$ cat src/rtl/ysyx_22050854_divider_pkg.sv
// Shared definitions for the iterative radix-2 divider: FSM encoding and
// iteration counts for full-width and word operations.
package ysyx_22050854_divider_pkg;

  typedef enum logic [1:0] {
    IDLE = 2'd0,
    BUSY = 2'd1,
    DONE = 2'd2
  } div_state_e;

  localparam int DIV_STEPS_D = 64;
  localparam int DIV_STEPS_W = 32;
  localparam int DIV_CNT_W   = 7;

endpackage

$ cat src/rtl/ysyx_22050854_divider_if.sv
// Request/response bundle between the execute stage (master) and the divider
// (slave).
interface ysyx_22050854_divider_if #(
  parameter int XLEN = 64
);
  logic            div_valid;
  logic            div_ready;
  logic            div_signed;
  logic            divw;
  logic [XLEN-1:0] dividend;
  logic [XLEN-1:0] divisor;
  logic            flush;
  logic            out_valid;
  logic            out_ready;
  logic [XLEN-1:0] quotient;
  logic [XLEN-1:0] remainder;

  modport master (
    output div_valid, div_signed, divw, dividend, divisor, flush, out_ready,
    input  div_ready, out_valid, quotient, remainder
  );

  modport slave (
    input  div_valid, div_signed, divw, dividend, divisor, flush, out_ready,
    output div_ready, out_valid, quotient, remainder
  );
endinterface

$ cat src/rtl/ysyx_22050854_div_step.sv
// One restoring shift-subtract iteration on unsigned magnitudes: shifts the next
// dividend bit into the partial remainder and retires one quotient bit.
module ysyx_22050854_div_step #(
  parameter int XLEN = 64
) (
  input  logic [XLEN-1:0] rem,
  input  logic [XLEN-1:0] quo,
  input  logic [XLEN-1:0] dvs,
  output logic [XLEN-1:0] rem_nxt,
  output logic [XLEN-1:0] quo_nxt
);
  logic [XLEN:0] sh;
  logic [XLEN:0] diff;

  // rem < dvs always holds, so sh fits XLEN+1 bits and diff[XLEN] is the borrow
  always_comb begin
    sh   = {rem, quo[XLEN-1]};
    diff = sh - {1'b0, dvs};
    if (diff[XLEN]) begin
      rem_nxt = sh[XLEN-1:0];
      quo_nxt = {quo[XLEN-2:0], 1'b0};
    end else begin
      rem_nxt = diff[XLEN-1:0];
      quo_nxt = {quo[XLEN-2:0], 1'b1};
    end
  end
endmodule

$ cat src/rtl/ysyx_22050854_divider.sv
// Multi-cycle integer divider for div/divu/rem/remu and their word forms.
// Operands become magnitudes on acceptance; signs are reapplied on completion.
module ysyx_22050854_divider
  import ysyx_22050854_divider_pkg::*;
#(
  parameter int XLEN = 64
) (
  input  logic                      clk,
  input  logic                      rst,
  ysyx_22050854_divider_if.slave    dif
);

  function automatic logic [XLEN-1:0] word_ext(input logic [XLEN-1:0] v, input logic sgn);
    return sgn ? {{(XLEN-32){v[31]}}, v[31:0]} : {{(XLEN-32){1'b0}}, v[31:0]};
  endfunction

  function automatic logic [XLEN-1:0] apply_sign(input logic [XLEN-1:0] v,
                                                 input logic neg, input logic w);
    logic [XLEN-1:0] r;
    r = neg ? -v : v;
    return w ? word_ext(r, 1'b1) : r;
  endfunction

  div_state_e state, nxt;

  logic [DIV_CNT_W-1:0] cnt;
  logic [XLEN-1:0]      rem_r, quo_r, dvs_r;
  logic                 neg_q, neg_r, word_r;
  logic [XLEN-1:0]      quotient_r, remainder_r;

  logic [XLEN-1:0] op_a, op_b, mag_a, mag_b, min_neg;
  logic [XLEN-1:0] rem_nxt, quo_nxt;
  logic            sa, sb, div_zero, ovf, accept, last;

  always_comb begin
    op_a     = dif.divw ? word_ext(dif.dividend, dif.div_signed) : dif.dividend;
    op_b     = dif.divw ? word_ext(dif.divisor, dif.div_signed) : dif.divisor;
    sa       = dif.div_signed & op_a[XLEN-1];
    sb       = dif.div_signed & op_b[XLEN-1];
    mag_a    = sa ? -op_a : op_a;
    mag_b    = sb ? -op_b : op_b;
    min_neg  = dif.divw ? {{(XLEN-32){1'b1}}, 1'b1, 31'b0} : {1'b1, {(XLEN-1){1'b0}}};
    div_zero = (op_b == '0);
    ovf      = dif.div_signed && (op_a == min_neg) && (op_b == '1);
    accept   = (state == IDLE) && dif.div_valid && !dif.flush;
    last     = (cnt == DIV_CNT_W'(1));
  end

  ysyx_22050854_div_step #(.XLEN(XLEN)) u_step (
    .rem     (rem_r),
    .quo     (quo_r),
    .dvs     (dvs_r),
    .rem_nxt (rem_nxt),
    .quo_nxt (quo_nxt)
  );

  always_ff @(posedge clk or posedge rst) begin
    if (rst) state <= IDLE;
    else     state <= nxt;
  end

  // flush overrides every other transition, including a same-cycle request
  always_comb begin
    nxt           = state;
    dif.div_ready = (state == IDLE);
    dif.out_valid = (state == DONE);
    case (state)
      IDLE:    if (dif.div_valid) nxt = (div_zero || ovf) ? DONE : BUSY;
      BUSY:    if (last) nxt = DONE;
      DONE:    if (dif.out_ready) nxt = IDLE;
      default: nxt = IDLE;
    endcase
    if (dif.flush) nxt = IDLE;
  end

  always_ff @(posedge clk or posedge rst) begin
    if (rst) begin
      cnt         <= '0;
      rem_r       <= '0;
      quo_r       <= '0;
      dvs_r       <= '0;
      neg_q       <= 1'b0;
      neg_r       <= 1'b0;
      word_r      <= 1'b0;
      quotient_r  <= '0;
      remainder_r <= '0;
    end else if (accept) begin
      word_r <= dif.divw;
      neg_q  <= sa ^ sb;
      neg_r  <= sa;
      dvs_r  <= mag_b;
      rem_r  <= '0;
      // word magnitudes sit in the upper half so 32 steps consume them fully
      quo_r  <= dif.divw ? (mag_a << 32) : mag_a;
      cnt    <= dif.divw ? DIV_CNT_W'(DIV_STEPS_W) : DIV_CNT_W'(DIV_STEPS_D);
      if (div_zero) begin
        quotient_r  <= '1;
        remainder_r <= dif.divw ? word_ext(op_a, 1'b1) : op_a;
      end else if (ovf) begin
        quotient_r  <= op_a;
        remainder_r <= '0;
      end
    end else if (state == BUSY && !dif.flush) begin
      rem_r <= rem_nxt;
      quo_r <= quo_nxt;
      cnt   <= cnt - DIV_CNT_W'(1);
      if (last) begin
        quotient_r  <= apply_sign(quo_nxt, neg_q, word_r);
        remainder_r <= apply_sign(rem_nxt, neg_r, word_r);
      end
    end
  end

  assign dif.quotient  = quotient_r;
  assign dif.remainder = remainder_r;

endmodule

$ cat src/flat_wrapper.sv
// flat-port wrapper written by rule: the top's interface ports become plain ports
module ysyx_22050854_divider_flat import ysyx_22050854_divider_pkg::*;
#(
  parameter int XLEN = 64
)
  (clk, rst, dif_div_valid, dif_div_signed, dif_divw, dif_dividend, dif_divisor, dif_flush, dif_out_ready, dif_div_ready, dif_out_valid, dif_quotient, dif_remainder);
  ysyx_22050854_divider_if #(.XLEN(XLEN)) dif_i ();
  input  logic clk;
  input  logic rst;
  input wire logic [$bits(dif_i.div_valid)-1:0] dif_div_valid;
  input wire logic [$bits(dif_i.div_signed)-1:0] dif_div_signed;
  input wire logic [$bits(dif_i.divw)-1:0] dif_divw;
  input wire logic [$bits(dif_i.dividend)-1:0] dif_dividend;
  input wire logic [$bits(dif_i.divisor)-1:0] dif_divisor;
  input wire logic [$bits(dif_i.flush)-1:0] dif_flush;
  input wire logic [$bits(dif_i.out_ready)-1:0] dif_out_ready;
  output wire logic [$bits(dif_i.div_ready)-1:0] dif_div_ready;
  output wire logic [$bits(dif_i.out_valid)-1:0] dif_out_valid;
  output wire logic [$bits(dif_i.quotient)-1:0] dif_quotient;
  output wire logic [$bits(dif_i.remainder)-1:0] dif_remainder;
  assign dif_i.div_valid = dif_div_valid;
  assign dif_i.div_signed = dif_div_signed;
  assign dif_i.divw = dif_divw;
  assign dif_i.dividend = dif_dividend;
  assign dif_i.divisor = dif_divisor;
  assign dif_i.flush = dif_flush;
  assign dif_i.out_ready = dif_out_ready;
  assign dif_div_ready = dif_i.div_ready;
  assign dif_out_valid = dif_i.out_valid;
  assign dif_quotient = dif_i.quotient;
  assign dif_remainder = dif_i.remainder;
  ysyx_22050854_divider #(.XLEN(XLEN)) u_core (.clk(clk), .rst(rst), .dif(dif_i));
endmodule
$ cat config.mk
export PLATFORM = sky130hd
export DESIGN_NAME = ysyx_22050854_divider_flat
export DESIGN_NICKNAME = d
export VERILOG_FILES = /design/src/rtl/ysyx_22050854_divider_pkg.sv /design/src/rtl/ysyx_22050854_divider_if.sv /design/src/rtl/ysyx_22050854_div_step.sv /design/src/rtl/ysyx_22050854_divider.sv /design/src/flat_wrapper.sv
export SDC_FILE = /design/constraint.sdc
export NUM_CORES = 1
export LEC_CHECK = 0
export ABC_AREA = 1
export CORE_MARGIN = 2
export CORE_UTILIZATION = 25
export CTS_BUF_LIST = sky130_fd_sc_hd__clkbuf_4 sky130_fd_sc_hd__clkbuf_8 sky130_fd_sc_hd__clkbuf_16
export DETAILED_ROUTE_END_ITERATION = 16
export HOLD_SLACK_MARGIN = 0.08
export SYNTH_ARGS = -nofsm -noshare
export SYNTH_HDL_FRONTEND = slang
export SYNTH_SLANG_ARGS = --single-unit
$ cat constraint.sdc
create_clock -name clk -period 10.5 [get_ports clk]
set_input_delay 1.05 -clock clk [delete_from_list [all_inputs] [get_ports clk]]
set_output_delay 1.05 -clock clk [all_outputs]
set_load 0.005 [all_outputs]
* Word level (Yosys, flattened, before mapping)
Cells that the tools add are included.
** Storage, ports and cells
- Bits in registers :: 332
- Input port bits :: 135
- Output and inout port bits :: 130
** Cells by class
- Add/sub/neg operators :: 6
- Eq/ne operators :: 9
- Multiplexer cells :: 38
- Bitwise operators :: 3
- Reduce and logical (&&, ||, !) cells :: 13
** Operators by type and width (count)
- $mux 64 :: 27
- $neg 64->64 :: 4
- $sub 65x64->65 :: 1
- $eq 64x64->1 :: 1
- $eq 64x64->1 const B :: 1
- $logic_not 64->1 :: 1
- $mux 63 :: 1
- $mux 7 :: 3
- $mux 2 :: 5
- $eq 7x1->1 const B :: 1
- $sub 7x1->7 const B :: 1
- $ne 3x3->1 const B :: 2
- $pmux 2 s3 :: 1
- $reduce_and 3->1 :: 2
- $logic_and 1x1->1 :: 5
- $reduce_bool 2->1 :: 2
- $ne 3x1->1 const B :: 1
- $ne 3x2->1 const B :: 1
- $and 1x1->1 :: 2
- $eq 2x1->1 const B :: 1
- $eq 2x2->1 const B :: 1
- $logic_not 2->1 :: 1
- $logic_not 1->1 :: 1
- $logic_or 1x1->1 :: 1
- other kinds (2) :: 2

* Depth between registers and ports, before layout
Gate-level depths: netlist (run 1).
- Depth in word-level cells :: 10
- Depth in mapped cells :: 39

* Hierarchy
Synthesis (run 1) repeated with hierarchy kept, for this count alone.
** Second synthesis, totals
- Cells, all modules :: 5925
- Area total of the unflattened synthesis :: 33150.5 um2
** Modules (own cells, without submodules)
- ysyx_22050854_divider :: times used 1, cells an instance 4248, area each 25421.9 um2, seq. area each 8308.0 um2
- ysyx_22050854_div_step :: times used 1, cells an instance 1677, area each 7728.7 um2, seq. area each 0.0 um2

* Least setup slack after synthesis (run 1)
Ideal clock, no wire load.
- Path kind :: register to register
- Start point :: register u_core.dvs_r[0]
- End point :: register u_core.quotient_r[58], in the netlist u_core.dif.quotient[58]
- Arrival :: 4450 ps
- Slack :: 5987 ps
- Cell stages (with the launch flop) :: 39
- Buffers on the path :: 3
- Period minus slack after synthesis :: 4513 ps
- Cell sequence :: dfrtp_1 -> ha_1 -> fa_1 -> inv_1 -> nand2_1 -> nand2_1 -> nand3_1 -> nand2_2 -> nand2_2 -> nand2_4 -> nand2_2 -> nand2_4 -> nand2_4 -> nand2_4 -> nand2_4 -> nand2_4 -> buf_6 -> buf_4 -> [... 3 more ...] -> nor2_1 -> nand2_1 -> nor2_1 -> nand2_1 -> nor2_1 -> nand4_1 -> nor2_1 -> nand2_1 -> inv_1 -> nand2_1 -> nor2_1 -> nand3b_1 -> nand2_1 -> o21ai_0 -> xor2_1 -> o21ai_0 -> o22ai_1 -> inv_1
** Between the ends
- Cells in the longest elaborated chain, start to end :: 8
** Ends and longest elaborated chain
- start, declared :: line ysyx_22050854_divider.sv:27 : logic [XLEN-1:0] rem_r, quo_r, dvs_r;
- start signal, assigned :: line ysyx_22050854_divider.sv:91 : dvs_r <= mag_b;
- $sub 65x64->65 :: line ysyx_22050854_div_step.sv:18 : diff = sh - {1'b0, dvs};
- $mux 1 :: line ysyx_22050854_div_step.sv:19 : if (diff[XLEN]) begin
- $neg 64->64 :: line ysyx_22050854_divider.sv:20 : r = neg ? -v : v;
- $mux 64 :: line ysyx_22050854_divider.sv:20
- $mux 64 :: line ysyx_22050854_divider.sv:21 : return w ? word_ext(r, 1'b1) : r;
- $mux 64 :: line ysyx_22050854_divider.sv:107 : if (last) begin
- $mux 64 :: line ysyx_22050854_divider.sv:103 : end else if (state == BUSY && !dif.flush) begin
- $mux 64 :: line ysyx_22050854_divider.sv:87 : end else if (accept) begin
- end signal, assigned :: line ysyx_22050854_divider.sv:100 : quotient_r <= op_a;
- end signal, assigned :: line ysyx_22050854_divider.sv:108 : quotient_r <= apply_sign(quo_nxt, neg_q, word_r);
- end, declared :: line ysyx_22050854_divider.sv:29 : logic [XLEN-1:0] quotient_r, remainder_r;
Every way passes these cells. The select of a mux whose other input is x is not followed.
A chain may end at the register's enable or synchronous reset.

* Final worst setup path (run 1)
- Start point :: register u_core.dvs_r[47]
- End point :: register u_core.quotient_r[48], in the netlist u_core.dif.quotient[48]
The elaborated chain is that of the path after synthesis.

==> run metrics, run 1 <==
outcome finished, final reports clean; Vias/cell a little over 5; Final Max Slew Viols 0; Distinct cells, synth 66; H-tree Lvls 2; # setup viols final 0; Slew Limit Headroom a little over an eighth; # IOs about 270; Hold WC Path Type flop to flop; post-synth top area share 26.5%; Pwr Density 382 nW/um^2; most frequent cells in the layout 1657 x nand2_1, 725 x inv_1, 668 x nor2_1; largest net degree at the start of global routing roughly 100; worst slack, placed 3.88 ns; Routed WL 159 mm; CTS tree done; post-synthesis instance total ~5.3k; NumNets Final between 5k and 6k; share of the yosys chip area belonging to registers around a quarter; number of enable flip-flop cells after synthesis 0; post-CTS sizing 0; Setup Buffers After CTS 0; main flop type after synthesis dfrtp_1; hold bufs inserted after CTS 0; NetSw 8390 uW; Initial DRC Count just over 4k; area leader, netlist dfrtp_1; DRT Pass-1 Iters 6; Required @ worst endpoint 11.07 ns; Cell Area, Placed 35400 sq um; die area 128000 sq um; CTS root buf clkbuf_16; ANT nets after route 0; vias approximately 36k; CP max FO 24; Clock Latency Late Sink approximately 0.63 ns; CP startpoint kind flop; Yosys warnings 0; worst hold slack 0.475 ns; Total GRT Usage between 20% and 30%; Longest Clk Path Bufs 3; Routability Congestion a little over 1; Die W around 360 microns; post-route cell area approximately 37000 sq um; DP HPWL 128 mm; internal power around 5700 uW; commonest non-fill, non-tap cell in the layout nand2_1; GRT overflow 0; Min Clock Period, post-route slightly above 6 ns; Sw Share 59.7%; Sequential Power Share between 10% and 20%; Routed WL per cell between 20 and 25 microns; initial antenna violation count 5; maximum vdd drop ~0.27 mV; core area ~120000 sq um; fmax between 0.15 and 0.2 GHz; Sink Count ~330; crit path kind flop to flop; # diodes 0; synthesized net count approximately 5.5k; max_cap viols 0; vias in the first global route about 34k; combinational share of power between 70% and 80%; crit end category flop; Tightest Pin Transition ~1.3 ns; Die H approximately 360 microns; fin crit share between 50 and 60%; Port Buffers 264; Post-Synthesis Cell Area between 30000 and 40000 sq um; RSZ-0062 raised after global routing false; first-pass GRT wire length between 200 and 250 mm; share of cells above drive strength 1 5.29%; area grow syn2layout 17.5%; final setup margin 4.30 ns; asr flop ratio synth 100%; Synth Register Bits approximately 330; Initial Utilization 25.3%; clock share of power between 10% and 20%; Worst Path Arrival slightly below 7 ns; P_leak around 0.018 uW; Final Hold Viols 0; Clk pin slew, worst setup/hold paths roughly 0.06 ns; cell row count around 130; TritonCTS buffer count 42; Post-route DRC 0; Synth Area per Inst a little under 6 sq um; Synth area leaders dfrtp_1 27%, nand2_1 20%, inv_1 8.7%, nor2_1 8.1%, nand3_1 5.2%; clk_skew approximately 0.058 ns; setup_tns 0 ns
==> Yosys cell counts (all sizes together) (3+ instances only) <==
master      n
a22o        9
xnor2      34
nor2      736
o211ai     27
nor4       32
clkbuf    120
nand2    1721
a211oi      3
o21a        6
dfrtp     332
ha         71
and2        6
o31ai       9
a21oi     192
a22oi      19
nand3     329
nand4      69
a2bb2oi     3
a32oi       4
xor2       94
nand3b     29
a41oi       9
or2         9
inv       748
nor3       82
buf        67
o22ai      97
o21ai     316
o21bai      8
o221ai     12
clkinv      6
a31oi      51
==> sequential cells by signal (all words and copies together) (netlist names) <==
name and flops:
u_core.cnt 7, u_core.dif.quotient 64, u_core.dif.remainder 64, u_core.dvs_r 64, u_core.neg_q 1, u_core.neg_r 1, u_core.quo_r 64, u_core.rem_r 64
u_core.state 2, u_core.word_r 1
==> worst paths after layout <==
kind | from | endpoint | slack [ns] | depth (start not counted)
setup / recovery | u_core.dvs_r[47] | u_core.dif.quotient[48] | 4.30 | 26
hold / removal | u_core.cnt[4] | u_core.cnt[4] | 0.47 | 1
setup reg to reg | u_core.dvs_r[47] | u_core.dif.quotient[48] | 4.30 | 26
hold reg to reg | u_core.cnt[4] | u_core.cnt[4] | 0.47 | 1
max in group asynchronous | rst | u_core.neg_r | 7.27 | 4
min in group asynchronous | rst | u_core.dif.remainder[48] | 0.95 | 2
==> power by group through the flow <==
stage	clock [uW]	combinational (uW)	sequential (uW)
2_1_floorplan	0	6440	2210
3_3_place_gp	0	9860	2470
3_5_place_dp	0	9880	2470
4_1_cts	1510	9930	2450
5_1_grt	1560	11000	2510
6_report	1490	10100	2470
==> area by class of cell <==
class | instances | area (sq um)
tap | 1637 | 2050
sequential | 332 | 8310
multi-input combinational | 3992 | 19300
fill | 13900 | 87200
clock buffer | 59 | 1230
timing repair buffer | 296 | 2880
clock inverter | 16 | 139
inverter | 754 | 2840
==> layer usage <==
metal | part of all wire (%) | vias to the layer above | global-route usage (%)
met5 | 0.033 | - | 0
met4 | 5.0 | 8 | 10.4
met3 | 8.3 | 305 | 4.30
met2 | 45 | 1677 | 39.3
met1 | 41 | 17000 | 31.0
li1 | - | 17100 | -
==> cell families (layout without fill, tap and decap cells) <==
family                   Yosys count  count (layout)  synth area share (%)
AO/OA/AOI/OAI                    776             776                  14.2
XOR/XNOR                         128             128                  3.58
adder cells (fa/ha/maj)           72              72                  2.90
buffers and inverters            941            1125                  11.9
flip-flops                       332             332                  26.5
AND/OR/NAND/NOR                 3016            3016                  40.9
==> per-stage QoR <==
| step | cells | util, % | total power, uW |
|---|---|---|---|
| 6_report | 7086 | 29.7 | 14100 |
| 5_1_grt | 7086 | 29.7 | 15100 |
| 4_1_cts | 7086 | 29.7 | 13900 |
| 3_5_place_dp | 7011 | 28.6 | 12300 |
| 3_3_place_gp | 7011 | 28.6 | 12300 |
| 2_1_floorplan | 5265 | - | 8650 |
==> critical path: stages, from the launching register on <==
cell and delay [ns]:
dfrtp_1 0.35, inv_1 0.28, ha_1 0.39, nand2_1 0.14, inv_2 0.05, nand2_1 0.06
nand3_1 0.10, a21oi_2 0.16, nand2_1 0.19, a21oi_4 0.28, nand3_2 0.50, nand2_4 0.55
ha_1 0.28, nand3_1 0.14, nor2_1 0.13, nand2_1 0.09, nor2_1 0.22, nand2_1 0.14
nor2_1 0.22, nand4_1 0.26, nor4_1 0.57, nand4_1 0.28, nand3_1 0.14, nand2_1 0.06
o21ai_0 0.36, o22ai_1 0.15, inv_1 0.07
Power figures use the tool's default switching activity.
==> run 2: changes to the inputs <==
==> constraint.sdc (replaced) <==
create_clock -name clk -period 5.1 [get_ports clk]
set_input_delay 0.51 -clock clk [delete_from_list [all_inputs] [get_ports clk]]
set_output_delay 0.51 -clock clk [all_outputs]
set_load 0.005 [all_outputs]
==> run metrics, run 2 (same netlist as run 1, synthesis figures left out) <==
Initial DRC Count 4551 (+11%); fin crit share 97.5% (+38 points); CTS tree done; initial antenna violation count 12 (+7); vias 36.8k (+1.8%); post-route cell area 37600 sq um (+2.1%); Die H 358 microns (unchanged); Routed WL per cell 22.5 microns (+0.40%); final core utilization 30.3% (+0.62 points); Slew Limit Headroom 32.4% (+19 points); GRT overflow 0 (unchanged); CTS root buf clkbuf_16; TritonCTS buffer count 43 (+2.4%); CP max FO 48 (+100%); Pwr Density 781 nW/um^2 (+100%); die area 128000 sq um (unchanged); Routed WL 161 mm (+1.4%); Required @ worst endpoint 5.60 ns (-5.47 ns); # IOs 265 (unchanged); Sink Count 332 (unchanged); Initial Utilization 25.3% (unchanged); Final Max Slew Viols 0 (unchanged); max_cap viols 0 (unchanged); NumNets Final 5695 (+1.2%); Vias/cell 5.14 (+0.74%); Hold WC Path Type input port to async pin; Cell Area, Placed 36000 sq um (+1.7%); cell total after placement 7077 (+0.94%); Routability Congestion 1.03 (+1.4%); Die W 358 microns (unchanged); fmax 0.201 GHz (+25%); crit end category flop; Total GRT Usage 24.4% (+0.39 points); largest net degree at the start of global routing 178 (+76%); Port Buffers 264 (unchanged); area grow syn2layout 19.9%; non-filler cells, final 7159 (+1.0%); DP HPWL 131 mm (+1.8%); # setup viols final 0 (unchanged); Final Hold Viols 0 (unchanged); Min Clock Period, post-route 4.97 ns (-1.23 ns); P_leak 0.0182 uW (+2.4%); Tightest Pin Transition 1.00 ns (-0.285 ns); DRT Pass-1 Iters 6 (unchanged); first-pass GRT wire length 232 mm (+1.7%); cell row count 129 (unchanged); maximum vdd drop 0.524 mV (+97%); ANT nets after route 0 (unchanged); vias in the first global route 34.5k (+1.3%); hold bufs inserted after CTS 0 (unchanged); share of cells above drive strength 1 6.68% (+1.4 points); outcome finished, final reports clean; core area 124000 sq um (unchanged); CP startpoint kind flop; Longest Clk Path Bufs 3 (unchanged); commonest non-fill, non-tap cell in the layout nand2_1; Clk pin slew, worst setup/hold paths 0.06 ns (about the same); most frequent cells in the layout 1656 x nand2_1, 724 x inv_1, 665 x nor2_1; total power 29300 uW (+110%); Post-route DRC 0 (unchanged); crit path kind flop to flop; Worst Path Arrival 5.47 ns (-1.31 ns); clk_skew 0.0437 ns (-0.0146 ns); Clock Latency Late Sink 0.63 ns (about the same); H-tree Lvls 2 (unchanged)
run 2: power by group:
part,leakage [uW],switching [uW],internal (uW)
sequential,0.00403,1230,3800
clock,0.000730,1380,1910
combinational,0.0134,14500,6500
total,0.0182,17100,12200
run 2: critical path, cell delays in order, from the launching register on:
cell,delay (ns)
dfrtp_1,0.40
ha_1,0.38
nand2_1,0.14
inv_2,0.05
nand2_2,0.11
inv_1,0.09
a21oi_2,0.22
nand2_1,0.16
a21oi_4,0.25
buf_12,0.14
nand3_4,0.21
nand2_8,0.30
buf_12,0.27
nand2_1,0.10
nand2_1,0.39
nand2_1,0.20
nor2_1,0.30
nand2_1,0.12
nor2_1,0.19
nand3_1,0.25
nand2_1,0.13
nand2_1,0.06
nand3_1,0.08
nand2_1,0.11
nor2_4,0.11
nor2_2,0.04
run 2: metrics by stage:
| step | TNS, ns | setup WS [ns] | hold WS (ns) |
|---|---|---|---|
| final | 0 | 0.130 | 0.354 |
| after global routing | -0.00232 | -0.00232 | 0.379 |
| after CTS | 0 | 0.238 | 0.363 |
| after detailed placement | 0 | 0.151 | 0.466 |
| after global placement | 0 | 0.149 | 0.454 |
| after floorplan | 0 | 0.155 | 0.435 |
run 2: path summary, 6_finish.rpt:
| kind | from | to | slack [ns] | cells past startpoint |
|---|---|---|---|---|
| worst min register to register | u_core.dif.remainder[61] | u_core.dif.remainder[61] | 0.48 | 2 |
| max in group asynchronous | rst | u_core.quo_r[56] | 3.57 | 3 |
| min in group clk | dif_out_ready | u_core.state[1] | 0.44 | 2 |
| worst max register to register | u_core.rem_r[46] | u_core.dif.remainder[43] | 0.13 | 25 |
| worst min-delay path | rst | u_core.dif.remainder[48] | 0.35 | 2 |
| worst max-delay path | u_core.rem_r[46] | u_core.dif.remainder[43] | 0.13 | 25 |
run 2: final cells by class:
| class | instances | area [sq um] |
|---|---|---|
| multi-input combinational | 3992 | 19400 |
| clock inverter | 18 | 229 |
| fill | 14000 | 86400 |
| tap | 1637 | 2050 |
| inverter | 754 | 2840 |
| antenna | 2 | 5.00 |
| clock buffer | 59 | 1230 |
| sequential | 332 | 8310 |
| timing repair buffer | 365 | 3520 |
run 2: what timing repair did:
action                     4_1_cts  5_1_grt
resized for setup                0       12
setup buffers                    0        3
setup endpoints to repair        0        9
run 2: metal layers:
layer,up-vias,track usage [%],part of all wire [%]
met4,10,9.82,4.9
li1,17300,-,-
met2,1838,39.6,45
met3,351,4.53,9.2
met1,17300,32.0,41
met5,-,0,0.031
